==> src/rtl/arith_test_pkg.sv <==
// Shared constants for the arithmetic test controller: bus offsets,
// op-codes, FSM state type and the Galois LFSR tap selection.
package arith_test_pkg;

  localparam logic [3:0] ADDR_OP_A   = 4'h0;
  localparam logic [3:0] ADDR_OP_B   = 4'h4;
  localparam logic [3:0] ADDR_RESULT = 4'h8;
  localparam logic [3:0] ADDR_CTRL   = 4'hC;

  localparam logic [1:0] OP_ADD = 2'b00;
  localparam logic [1:0] OP_SUB = 2'b01;
  localparam logic [1:0] OP_XOR = 2'b10;
  localparam logic [1:0] OP_MUL = 2'b11;

  typedef enum logic {
    ST_IDLE = 1'b0,
    ST_RUN  = 1'b1
  } state_t;

  // Maximal-length Galois taps for the supported operand widths
  function automatic logic [31:0] lfsr_taps(input int unsigned width);
    case (width)
      8:       return 32'h0000_00B8;
      16:      return 32'h0000_B400;
      default: return 32'h8020_0003;
    endcase
  endfunction

endpackage

==> src/rtl/arith_test_controller_lfsr_gen.sv <==
// Galois right-shift LFSR operand generator. Loads its seed on reset or
// load, advances one step whenever step is high. A zero seed becomes 1 so
// the register can never lock up.
module lfsr_gen
  import arith_test_pkg::*;
#(
  parameter int          WIDTH = 32,
  parameter logic [31:0] SEED  = 32'h0000_FFFF
) (
  input  logic             clk,
  input  logic             reset,
  input  logic             load,
  input  logic             step,
  output logic [WIDTH-1:0] q
);

  localparam logic [31:0]      TAPS32   = lfsr_taps(WIDTH);
  localparam logic [WIDTH-1:0] TAPS     = TAPS32[WIDTH-1:0];
  localparam logic [WIDTH-1:0] SEED_T   = SEED[WIDTH-1:0];
  localparam logic [WIDTH-1:0] SEED_EFF = (SEED_T == '0) ? WIDTH'(1) : SEED_T;

  // Seed on reset/load, otherwise shift right and fold taps in on a 1 out
  always_ff @(posedge clk) begin
    if (reset || load) begin
      q <= SEED_EFF;
    end else if (step) begin
      q <= (q >> 1) ^ (q[0] ? TAPS : '0);
    end
  end

endmodule

==> src/rtl/arith_test_controller.sv <==
// Avalon-MM test controller for arithmetic units. Runs one operation on
// software operands or an N-iteration soak on LFSR operands, folding every
// result into an XOR signature. Optional macro ARITH_TEST_CTRL_MUL_EN turns
// op-code 11 into a single-cycle multiply; otherwise 11 behaves as xor.
module arith_test_controller
  import arith_test_pkg::*;
#(
  parameter int          WIDTH  = 32,
  parameter int          CNT_W  = 16,
  parameter logic [31:0] SEED_A = 32'h0000_FFFF,
  parameter logic [31:0] SEED_B = 32'hACE1_ACE1
) (
  input  logic             clk,
  input  logic             reset,
  input  logic [3:0]       slave_address,
  input  logic             slave_read,
  input  logic             slave_write,
  input  logic [WIDTH-1:0] slave_writedata,
  output logic [WIDTH-1:0] slave_readdata,
  output logic             busy
);

  state_t             state_q, state_d;
  logic [WIDTH-1:0]   op_a_q, op_b_q, result_q;
  logic [CNT_W-1:0]   cnt_q, n_q, cnt_inc, n_in;
  logic [1:0]         op_q;
  logic               rand_q, done_q, ovf_q;
  logic [WIDTH-1:0]   lfsr_a, lfsr_b, opnd_a, opnd_b;
  logic [WIDTH:0]     op_res;
  logic [WIDTH-1:0]   status_word, rd_mux;
  logic               wr, rd, ctrl_wr, start_req, start_zero, clr_req;
  logic               in_run, last_iter;

  // Returns {ovf, result}: carry on add, borrow on sub, high product bits on mul
  function automatic logic [WIDTH:0] apply_op(input logic [1:0] op,
                                              input logic [WIDTH-1:0] a,
                                              input logic [WIDTH-1:0] b);
`ifdef ARITH_TEST_CTRL_MUL_EN
    logic [2*WIDTH-1:0] prod;
`endif
    case (op)
      OP_ADD:  return {1'b0, a} + {1'b0, b};
      OP_SUB:  return {1'b0, a} - {1'b0, b};
`ifdef ARITH_TEST_CTRL_MUL_EN
      OP_MUL: begin
        prod = {{WIDTH{1'b0}}, a} * {{WIDTH{1'b0}}, b};
        return {|prod[2*WIDTH-1:WIDTH], prod[WIDTH-1:0]};
      end
`endif
      default: return {1'b0, a ^ b};
    endcase
  endfunction

  // A simultaneous read and write is treated as no access at all
  assign wr         = slave_write & ~slave_read;
  assign rd         = slave_read & ~slave_write;
  assign ctrl_wr    = wr && (slave_address == ADDR_CTRL);
  assign n_in       = slave_writedata[16 +: CNT_W];
  assign in_run     = (state_q == ST_RUN);
  assign start_req  = ctrl_wr && slave_writedata[0] && !in_run;
  assign start_zero = slave_writedata[1] && (n_in == '0);
  assign clr_req    = ctrl_wr && slave_writedata[4];
  assign cnt_inc    = cnt_q + CNT_W'(1);
  assign last_iter  = !rand_q || (cnt_inc == n_q);

  assign opnd_a = rand_q ? lfsr_a : op_a_q;
  assign opnd_b = rand_q ? lfsr_b : op_b_q;
  assign op_res = apply_op(op_q, opnd_a, opnd_b);

  lfsr_gen #(.WIDTH(WIDTH), .SEED(SEED_A)) u_lfsr_a (
    .clk(clk), .reset(reset), .load(start_req), .step(in_run), .q(lfsr_a)
  );

  lfsr_gen #(.WIDTH(WIDTH), .SEED(SEED_B)) u_lfsr_b (
    .clk(clk), .reset(reset), .load(start_req), .step(in_run), .q(lfsr_b)
  );

  // FSM state register
  always_ff @(posedge clk) begin
    if (reset) state_q <= ST_IDLE;
    else       state_q <= state_d;
  end

  // FSM next state: START leaves IDLE unless it is a zero-length soak
  always_comb begin
    state_d = state_q;
    case (state_q)
      ST_IDLE: if (start_req && !start_zero) state_d = ST_RUN;
      ST_RUN:  if (last_iter) state_d = ST_IDLE;
      default: state_d = ST_IDLE;
    endcase
  end

  // FSM outputs
  always_comb begin
    busy = (state_q == ST_RUN);
  end

  // Operand registers, run setup, signature accumulation and sticky flags
  always_ff @(posedge clk) begin
    if (reset) begin
      op_a_q   <= '0;
      op_b_q   <= '0;
      result_q <= '0;
      cnt_q    <= '0;
      n_q      <= '0;
      op_q     <= OP_ADD;
      rand_q   <= 1'b0;
      done_q   <= 1'b0;
      ovf_q    <= 1'b0;
    end else begin
      if (wr && slave_address == ADDR_OP_A) op_a_q <= slave_writedata;
      if (wr && slave_address == ADDR_OP_B) op_b_q <= slave_writedata;
      if (start_req) begin
        op_q     <= slave_writedata[3:2];
        rand_q   <= slave_writedata[1];
        n_q      <= n_in;
        result_q <= '0;
        cnt_q    <= '0;
        ovf_q    <= 1'b0;
        done_q   <= start_zero;
      end else if (in_run) begin
        result_q <= result_q ^ op_res[WIDTH-1:0];
        cnt_q    <= cnt_inc;
        ovf_q    <= (ovf_q & ~clr_req) | op_res[WIDTH];
        if (last_iter) done_q <= 1'b1;
      end else if (clr_req) begin
        done_q <= 1'b0;
        ovf_q  <= 1'b0;
      end
    end
  end

  // Read mux; unmapped offsets read as zero
  always_comb begin
    status_word               = '0;
    status_word[0]            = busy;
    status_word[1]            = done_q;
    status_word[2]            = ovf_q;
    status_word[16 +: CNT_W]  = cnt_q;
    case (slave_address)
      ADDR_OP_A:   rd_mux = op_a_q;
      ADDR_OP_B:   rd_mux = op_b_q;
      ADDR_RESULT: rd_mux = result_q;
      ADDR_CTRL:   rd_mux = status_word;
      default:     rd_mux = '0;
    endcase
  end

  // Registered read data, held when no clean read is presented
  always_ff @(posedge clk) begin
    if (reset)   slave_readdata <= '0;
    else if (rd) slave_readdata <= rd_mux;
  end

endmodule

==> config.mk <==
export PLATFORM = sky130hd
export DESIGN_NAME = arith_test_controller
export DESIGN_NICKNAME = d
export VERILOG_FILES = /design/src/rtl/arith_test_pkg.sv /design/src/rtl/arith_test_controller_lfsr_gen.sv /design/src/rtl/arith_test_controller.sv
export SDC_FILE = /design/constraint.sdc
export NUM_CORES = 1
export LEC_CHECK = 0
export BUFFER_PORTS_ARGS = -buffer_cell sky130_fd_sc_hd__buf_4
export CAP_MARGIN = 10
export CORE_ASPECT_RATIO = 1.2
export CORE_MARGIN = 10
export CORE_UTILIZATION = 67
export DETAILED_ROUTE_END_ITERATION = 8
export PLACE_DENSITY = 0.85
export SKIP_CTS_REPAIR_TIMING = 1
export SYNTH_ARGS = -nofsm -noshare
export SYNTH_HDL_FRONTEND = slang
export SYNTH_SLANG_ARGS = --single-unit
export TNS_END_PERCENT = 30
==> constraint.sdc <==
create_clock -name clk -period 9.2 [get_ports clk]
set_clock_uncertainty 0.15 [all_clocks]
set_input_delay 0.92 -clock clk [delete_from_list [all_inputs] [get_ports clk]]
set_output_delay 0.92 -clock clk [all_outputs]
set_load 0.03 [all_outputs]
Word-level counts from Yosys, hierarchy flattened:

Cells that the tools add are included.

* output and inout port bits: 33
* bits of input ports: 40
* logic and storage cells: 68
* register bits: 230

* mux-type cells: 14
* reduce and logical (&&, ||, !) cells: 20
* $add $sub $neg: 3
* equality and inequality tests: 6
* bitwise gates (word level): 12

Operators by type and width (number)
* 32-bit 2-to-1 mux: 4
* 32-bit one-hot mux with 4 select lines: 1
* 33-bit one-hot mux with 2 select lines: 1
* 31-bit by 32-bit bitwise XOR with 32-bit output: 2
* 32-bit bitwise XOR: 2
* 32-bit by 32-bit adder with 33-bit output: 1
* 32-bit by 32-bit subtractor with 33-bit output: 1
* 16-bit by 1-bit adder with 16-bit output (second input constant): 1
* 16-bit equality test: 1
* 16-bit zero test: 1
* 4-bit equality test (second input constant): 2
* 1-bit logical AND: 8
* 1-bit 2-to-1 mux: 7
* 4-bit by 3-bit equality test with 1-bit output (second input constant): 1
* 4-bit zero test: 1
* 1-bit inverter: 4
* 1-bit bitwise AND: 3
* 1-bit zero test: 3
* 3-bit by 1-bit inequality test with 1-bit output (second input constant): 1
* 3-bit nonzero test: 1
* 2-bit by 1-bit equality test with 1-bit output (second input constant): 1
* 2-bit zero test: 1
* 1-bit logical OR: 2
* 1-bit one-hot mux with 2 select lines: 1
* 4 further kinds: 4

Logic depth before layout (Yosys ltp):

* depth in word-level cells: 8
* depth in mapped cells: 23
* mapped depth without buffers: 18

By module:

Synthesis repeated with hierarchy kept, for this count alone.

* cells, all modules: 1657
* area, all modules: 13246.5 sq um

By module, submodules not included
* arith_test_controller: cells each 1441, area an instance 10886.7 sq um, instances 1, sequential area each 3323.2 sq um
* lfsr_gen: cells each 108, area an instance 1179.9 sq um, instances 2, sequential area each 640.6 sq um

Least setup slack after synthesis:

No wires, ideal clock.

* path type: flip-flop to flip-flop
* start point: reg rand_q
* end point: reg result_q[30]
* path buffers: 6
* period minus slack after synthesis: 4.643 ns
* path slack: 4.557 ns
* setup time: 0.060 ns
* data arrival time: 4.434 ns
* data required time: 8.990 ns
* cell stages (with the launch flop): 22
* cells stage by stage: dfxtp_1 -> buf_2 -> buf_2 -> buf_2 -> buf_2 -> buf_6 -> mux2i_1 -> ha_1 -> o21ai_1 -> nor2_1 -> nand3_1 -> o21ai_1 -> xnor2_1 -> ha_1 -> clkbuf_1 -> a21o_1 -> a21oi_1 -> mux2_1 -> a211o_1 -> or3_1 -> o221ai_1 -> a41o_1

* cells in the longest elaborated chain, start to end: 4
* elaborated cells on any way between the ends: 7
* classes of those cells: add/sub: 2; mux: 3; bitwise: 2

RTL lines
* from (decl): line arith_test_controller.sv:27 `logic rand_q, done_q, ovf_q;`
* from (signal assigned): line arith_test_controller.sv:116 `rand_q <= slave_writedata[1];`
* 32-bit 2-to-1 mux, on equally long branches: line arith_test_controller.sv:66, arith_test_controller.sv:67
* 32-bit by 32-bit subtractor with 33-bit output, or another cell as far along: line arith_test_controller.sv:43 `OP_SUB: return {1'b0, a} - {1'b0, b};`
* 33-bit one-hot mux with 2 select lines *: line arith_test_controller.sv:41 `case (op)`
* 32-bit bitwise XOR *: line arith_test_controller.sv:123 `result_q <= result_q ^ op_res[WIDTH-1:0];`
* to (signal assigned): line arith_test_controller.sv:123
* to (decl): line arith_test_controller.sv:24 `logic [WIDTH-1:0] op_a_q, op_b_q, result_q;`

Mark *: on every way between the ends. The rest lies on a longest branch, timed or not.
A chain may end at the register's enable or synchronous reset.

Worst setup path after layout:

Same ends and word-level chain as after synthesis.

==> impl_metrics.xml <==
<?xml version="1.0" encoding="UTF-8"?>
<metrics>
  <group name="sta">
    <metric name="worstMarginPinSlew" unit="ps">1090</metric>
    <metric name="fmax" unit="GHz">0.185</metric>
    <metric name="period_share" unit="%">58.9</metric>
    <metric name="period_minus_slack" unit="ps">5420</metric>
    <metric name="rsz_0062_raised_after_global_routing" unit="">no</metric>
    <metric name="timing_max_transition_violations_final" unit="">0</metric>
    <metric name="timing.final.hold_violations" unit="">0</metric>
    <metric name="slew-limit-headroom" unit="%">27.6</metric>
    <metric name="tns" unit="ps">0</metric>
    <metric name="setup_violations" unit="">0</metric>
  </group>
  <group name="pwr">
    <metric name="sw_share" unit="%">26.9</metric>
    <metric name="power_leakage" unit="nW">5.29</metric>
    <metric name="power.sequential.fraction" unit="%">42.7</metric>
    <metric name="powerDensity" unit="mW/mm2">161</metric>
    <metric name="psw" unit="mW">0.631</metric>
    <metric name="internal-power" unit="mW">1.72</metric>
    <metric name="power.ir.vdd_worst" unit="V">0.000168</metric>
    <metric name="pwr-share-clk" unit="%">43.5</metric>
    <metric name="p_comb_share" unit="%">13.8</metric>
  </group>
  <group name="place">
    <metric name="port-buffer-count" unit="">72</metric>
    <metric name="hpwl" unit="um">28500</metric>
    <metric name="gp_routability_congestion" unit="">0.972</metric>
  </group>
  <group name="synth">
    <metric name="synthDominantAreaCellType" unit="">sky130_fd_sc_hd__dfxtp_1</metric>
    <metric name="synth.net_count" unit="">1739</metric>
    <metric name="fraction_of_post_synthesis_cell_area_in_the_top_cell_type_by_area" unit="%">34.8</metric>
    <metric name="syn_avg_cell_area" unit="um2">7.94</metric>
    <metric name="yosys_most_used_dff" unit="">sky130_fd_sc_hd__dfxtp_1</metric>
    <metric name="syn_area" unit="mm2">0.0132</metric>
    <metric name="synth_enable_flop_cells" unit="">0</metric>
    <metric name="postSynthCellCount" unit="">1664</metric>
    <metric name="ys_ff_latch" unit="">230</metric>
    <metric name="synth.yosys.warnings" unit="">0</metric>
    <metric name="async_flop_share" unit="%">0</metric>
    <metric name="synth_top_cells_by_area" unit="">sky130_fd_sc_hd__dfxtp_1 35%, sky130_fd_sc_hd__nand2_1 8.6%, sky130_fd_sc_hd__mux2i_1 7.7%, sky130_fd_sc_hd__a21oi_1 7.5%, sky130_fd_sc_hd__xnor2_1 5.9%</metric>
    <metric name="yosysSeqAreaShare" unit="%">34.8</metric>
    <metric name="post_synth_num_cell_types" unit="">72</metric>
  </group>
  <group name="critical_path">
    <metric name="critical_path_arrival" unit="ps">5750</metric>
    <metric name="launching_point_of_the_worst_reg2reg_path" unit="">rand_q</metric>
    <metric name="worst-setup-path-type" unit="">reg -&gt; reg</metric>
    <metric name="crit_path_start_kind" unit="">flop</metric>
    <metric name="worstSetupEndpointType" unit="">flop</metric>
    <metric name="setup.worst_path.start" unit="">rand_q</metric>
    <metric name="critical_path_required" unit="ps">9540</metric>
    <metric name="crit_fanout" unit="">40</metric>
  </group>
  <group name="floorplanning">
    <metric name="floorplan.die_area" unit="mm2">0.0258</metric>
    <metric name="floorplan.die.height" unit="um">174</metric>
    <metric name="start_util" unit="%">67.9</metric>
    <metric name="i_o_pin_cnt" unit="">73</metric>
    <metric name="die_w" unit="um">148</metric>
    <metric name="fp-row-count" unit="">56</metric>
    <metric name="core_area" unit="mm2">0.0195</metric>
  </group>
  <group name="cts">
    <metric name="clock_tree.root_cell" unit="">sky130_fd_sc_hd__clkbuf_16</metric>
    <metric name="clockBufferDepth" unit="">3</metric>
    <metric name="cts_htree_levels" unit="">1</metric>
    <metric name="clk_pin_slew" unit="ps">60</metric>
    <metric name="cts_sinks" unit="">230</metric>
    <metric name="clkLatencyLatePin" unit="ps">540</metric>
    <metric name="cts_inserted_buffers" unit="">24</metric>
    <metric name="cts_tree" unit="">done</metric>
  </group>
  <group name="global_routing">
    <metric name="globalRouteTotalUtil" unit="%">30.7</metric>
    <metric name="grt_overflow" unit="">0</metric>
    <metric name="first_global_vias" unit="">12000</metric>
    <metric name="grt_max_degree" unit="">104</metric>
    <metric name="initial_antenna_violation_count" unit="">0</metric>
    <metric name="global_route_wire_length_before_repair" unit="um">64500</metric>
  </group>
  <group name="final_layout">
    <metric name="layout.nets" unit="">1747</metric>
    <metric name="fin_util" unit="%">75.0</metric>
    <metric name="fillCellCount" unit="">1446</metric>
    <metric name="area_growth_from_synthesis_to_layout" unit="%">10.5</metric>
    <metric name="layout-drive-gt1-share" unit="%">10.4</metric>
    <metric name="n_antenna_cell" unit="">0</metric>
  </group>
  <group name="drt">
    <metric name="detailroute.via_count" unit="">12500</metric>
    <metric name="drt_iter0_markers" unit="">1439</metric>
    <metric name="detail_route.drc_violations" unit="">0</metric>
    <metric name="routed_via_density" unit="">6.43</metric>
    <metric name="wl_per_cell" unit="um">21.2</metric>
    <metric name="drt_pre_antenna_iters" unit="">6</metric>
    <metric name="postRouteAntennaNets" unit="">0</metric>
    <metric name="finalWirelength" unit="um">41400</metric>
  </group>
  <group name="min_path">
    <metric name="hold_start" unit="">n_q[3]</metric>
    <metric name="holdCritPathClass" unit="">reg -&gt; reg</metric>
  </group>
  <group name="flow_run">
    <metric name="max_cap_viol_count" unit="">0</metric>
  </group>
  <group name="outcome">
    <metric name="run_status" unit="">finished, final reports clean</metric>
  </group>
</metrics>
[cells in the final DEF (no fill, tap or decap), types with 12 or more instances in the layout]
cell type	synthesis	final
sky130_fd_sc_hd__a21oi_1	199	199
sky130_fd_sc_hd__inv_1	21	21
sky130_fd_sc_hd__xnor2_1	89	89
sky130_fd_sc_hd__dfxtp_1	230	228
sky130_fd_sc_hd__mux2i_1	102	102
sky130_fd_sc_hd__o21ai_1	33	33
sky130_fd_sc_hd__a22oi_1	51	51
sky130_fd_sc_hd__nor2_1	148	145
sky130_fd_sc_hd__nand3_1	20	20
sky130_fd_sc_hd__nand2_1	304	303
sky130_fd_sc_hd__o21ai_0	24	24
sky130_fd_sc_hd__buf_4	3	91
sky130_fd_sc_hd__ha_1	34	34
sky130_fd_sc_hd__clkbuf_16	0	25
sky130_fd_sc_hd__a21o_1	13	13
sky130_fd_sc_hd__mux2_2	28	28
sky130_fd_sc_hd__nand4_1	12	12
sky130_fd_sc_hd__nor3_1	23	23
sky130_fd_sc_hd__xor2_1	56	56
sky130_fd_sc_hd__nor2b_1	12	12
[cells by family (layout without fill, tap and decap cells)]
| group | Yosys count | count (layout) | synth area share, % |
|---|---|---|---|
| simple gates | 585 | 585 | 19.2 |
| fa+ha+maj | 35 | 35 | 3.37 |
| compound gates | 406 | 406 | 18.6 |
| flops | 230 | 230 | 34.8 |
| mux | 131 | 131 | 10.2 |
| buf+inv | 132 | 157 | 4.23 |
| xor+xnor | 145 | 145 | 9.61 |
[layer usage]
layer  track usage [%]  wire length [um]  vias up
met3              4.54              2890      192
met5                 0                 0        -
met4              21.7              3270        0
li1                  -                 -     5787
met1              34.1             15100     5910
met2              52.2             20100      641
[state kept, by name, summed over array words and instances, names as in the netlist]
name,count
busy,1
cnt_q,16
done_q,1
n_q,16
op_a_q,32
op_b_q,32
op_q,2
ovf_q,1
rand_q,1
result_q,32
slave_readdata,32
u_lfsr_a.q,32
u_lfsr_b.q,32
[layout make-up]
class / count / area (um2) / share of cell area (%)
multi-input combinational: 1302 / 8070 / 55.3
inverter: 23 / 86.3 / 0.591
clock buffer: 35 / 723 / 4.95
timing repair buffer: 91 / 683 / 4.68
tap: 261 / 327 / 2.24
sequential: 230 / 4610 / 31.6
clock inverter: 8 / 106 / 0.728
[power groups by stage]
stage	sequential, mW	combinational (mW)	clock (mW)
finish	1.00	0.325	1.02
global route	1.00	0.347	1.06
CTS	1.00	0.314	1.02
detailed placement	1.02	0.312	0
global placement	1.02	0.312	0
floorplan	1.02	0.228	0
[critical path, stage by stage (launching register included)]
cell,delay (ps)
sky130_fd_sc_hd__dfxtp_4,700
sky130_fd_sc_hd__mux2i_1,420
sky130_fd_sc_hd__nor2b_1,440
sky130_fd_sc_hd__nand2b_1,310
sky130_fd_sc_hd__nor3_1,480
sky130_fd_sc_hd__and2_1,300
sky130_fd_sc_hd__a21oi_1,110
sky130_fd_sc_hd__xor2_1,150
sky130_fd_sc_hd__ha_1,410
sky130_fd_sc_hd__a21o_1,210
sky130_fd_sc_hd__a21o_1,160
sky130_fd_sc_hd__a21oi_1,200
sky130_fd_sc_hd__mux2_1,340
sky130_fd_sc_hd__a211o_1,320
sky130_fd_sc_hd__or3_1,310
sky130_fd_sc_hd__o221ai_1,180
sky130_fd_sc_hd__a41o_1,110
[path summary, 6_finish.rpt]
check,endpoint,slack [ps],cells after the start
max reg2reg,result_q[30],3780,16
min,n_q[3],320,2
min reg2reg,n_q[3],320,2
max,result_q[30],3780,16
[synth_stat cells, drive strengths merged (7+ instances only)]
| master | n |
|---|---|
| a22o | 8 |
| a22oi | 51 |
| nor2 | 148 |
| a31oi | 11 |
| mux2 | 29 |
| nor3 | 24 |
| ha | 34 |
| inv | 22 |
| a21oi | 199 |
| xnor2 | 89 |
| o211ai | 9 |
| clkbuf | 85 |
| xor2 | 56 |
| o21ai | 57 |
| a21o | 13 |
| nand4 | 12 |
| buf | 23 |
| mux2i | 102 |
| nor2b | 12 |
| dfxtp | 230 |
| o21a | 9 |
| and3 | 11 |
| or3 | 9 |
| nand3 | 22 |
| nand2b | 10 |
| and2 | 7 |
| nand2 | 304 |
[stage by stage]
step | setup WS, ps | cells | power (mW) | hold WS [ps] | cell area, um2
6_report | 3780 | 1950 | 2.35 | 318 | 14600
5_1_grt | 3490 | 1950 | 2.41 | 338 | 14600
4_1_cts | 3880 | 1950 | 2.34 | 319 | 14600
3_5_place_dp | 3970 | 1907 | 1.34 | 311 | 13800
3_3_place_gp | 3970 | 1907 | 1.34 | 303 | 13800
2_1_floorplan | 4560 | 1664 | 1.25 | 293 | 13200
Note: power is estimated with default switching activity, not from simulation.
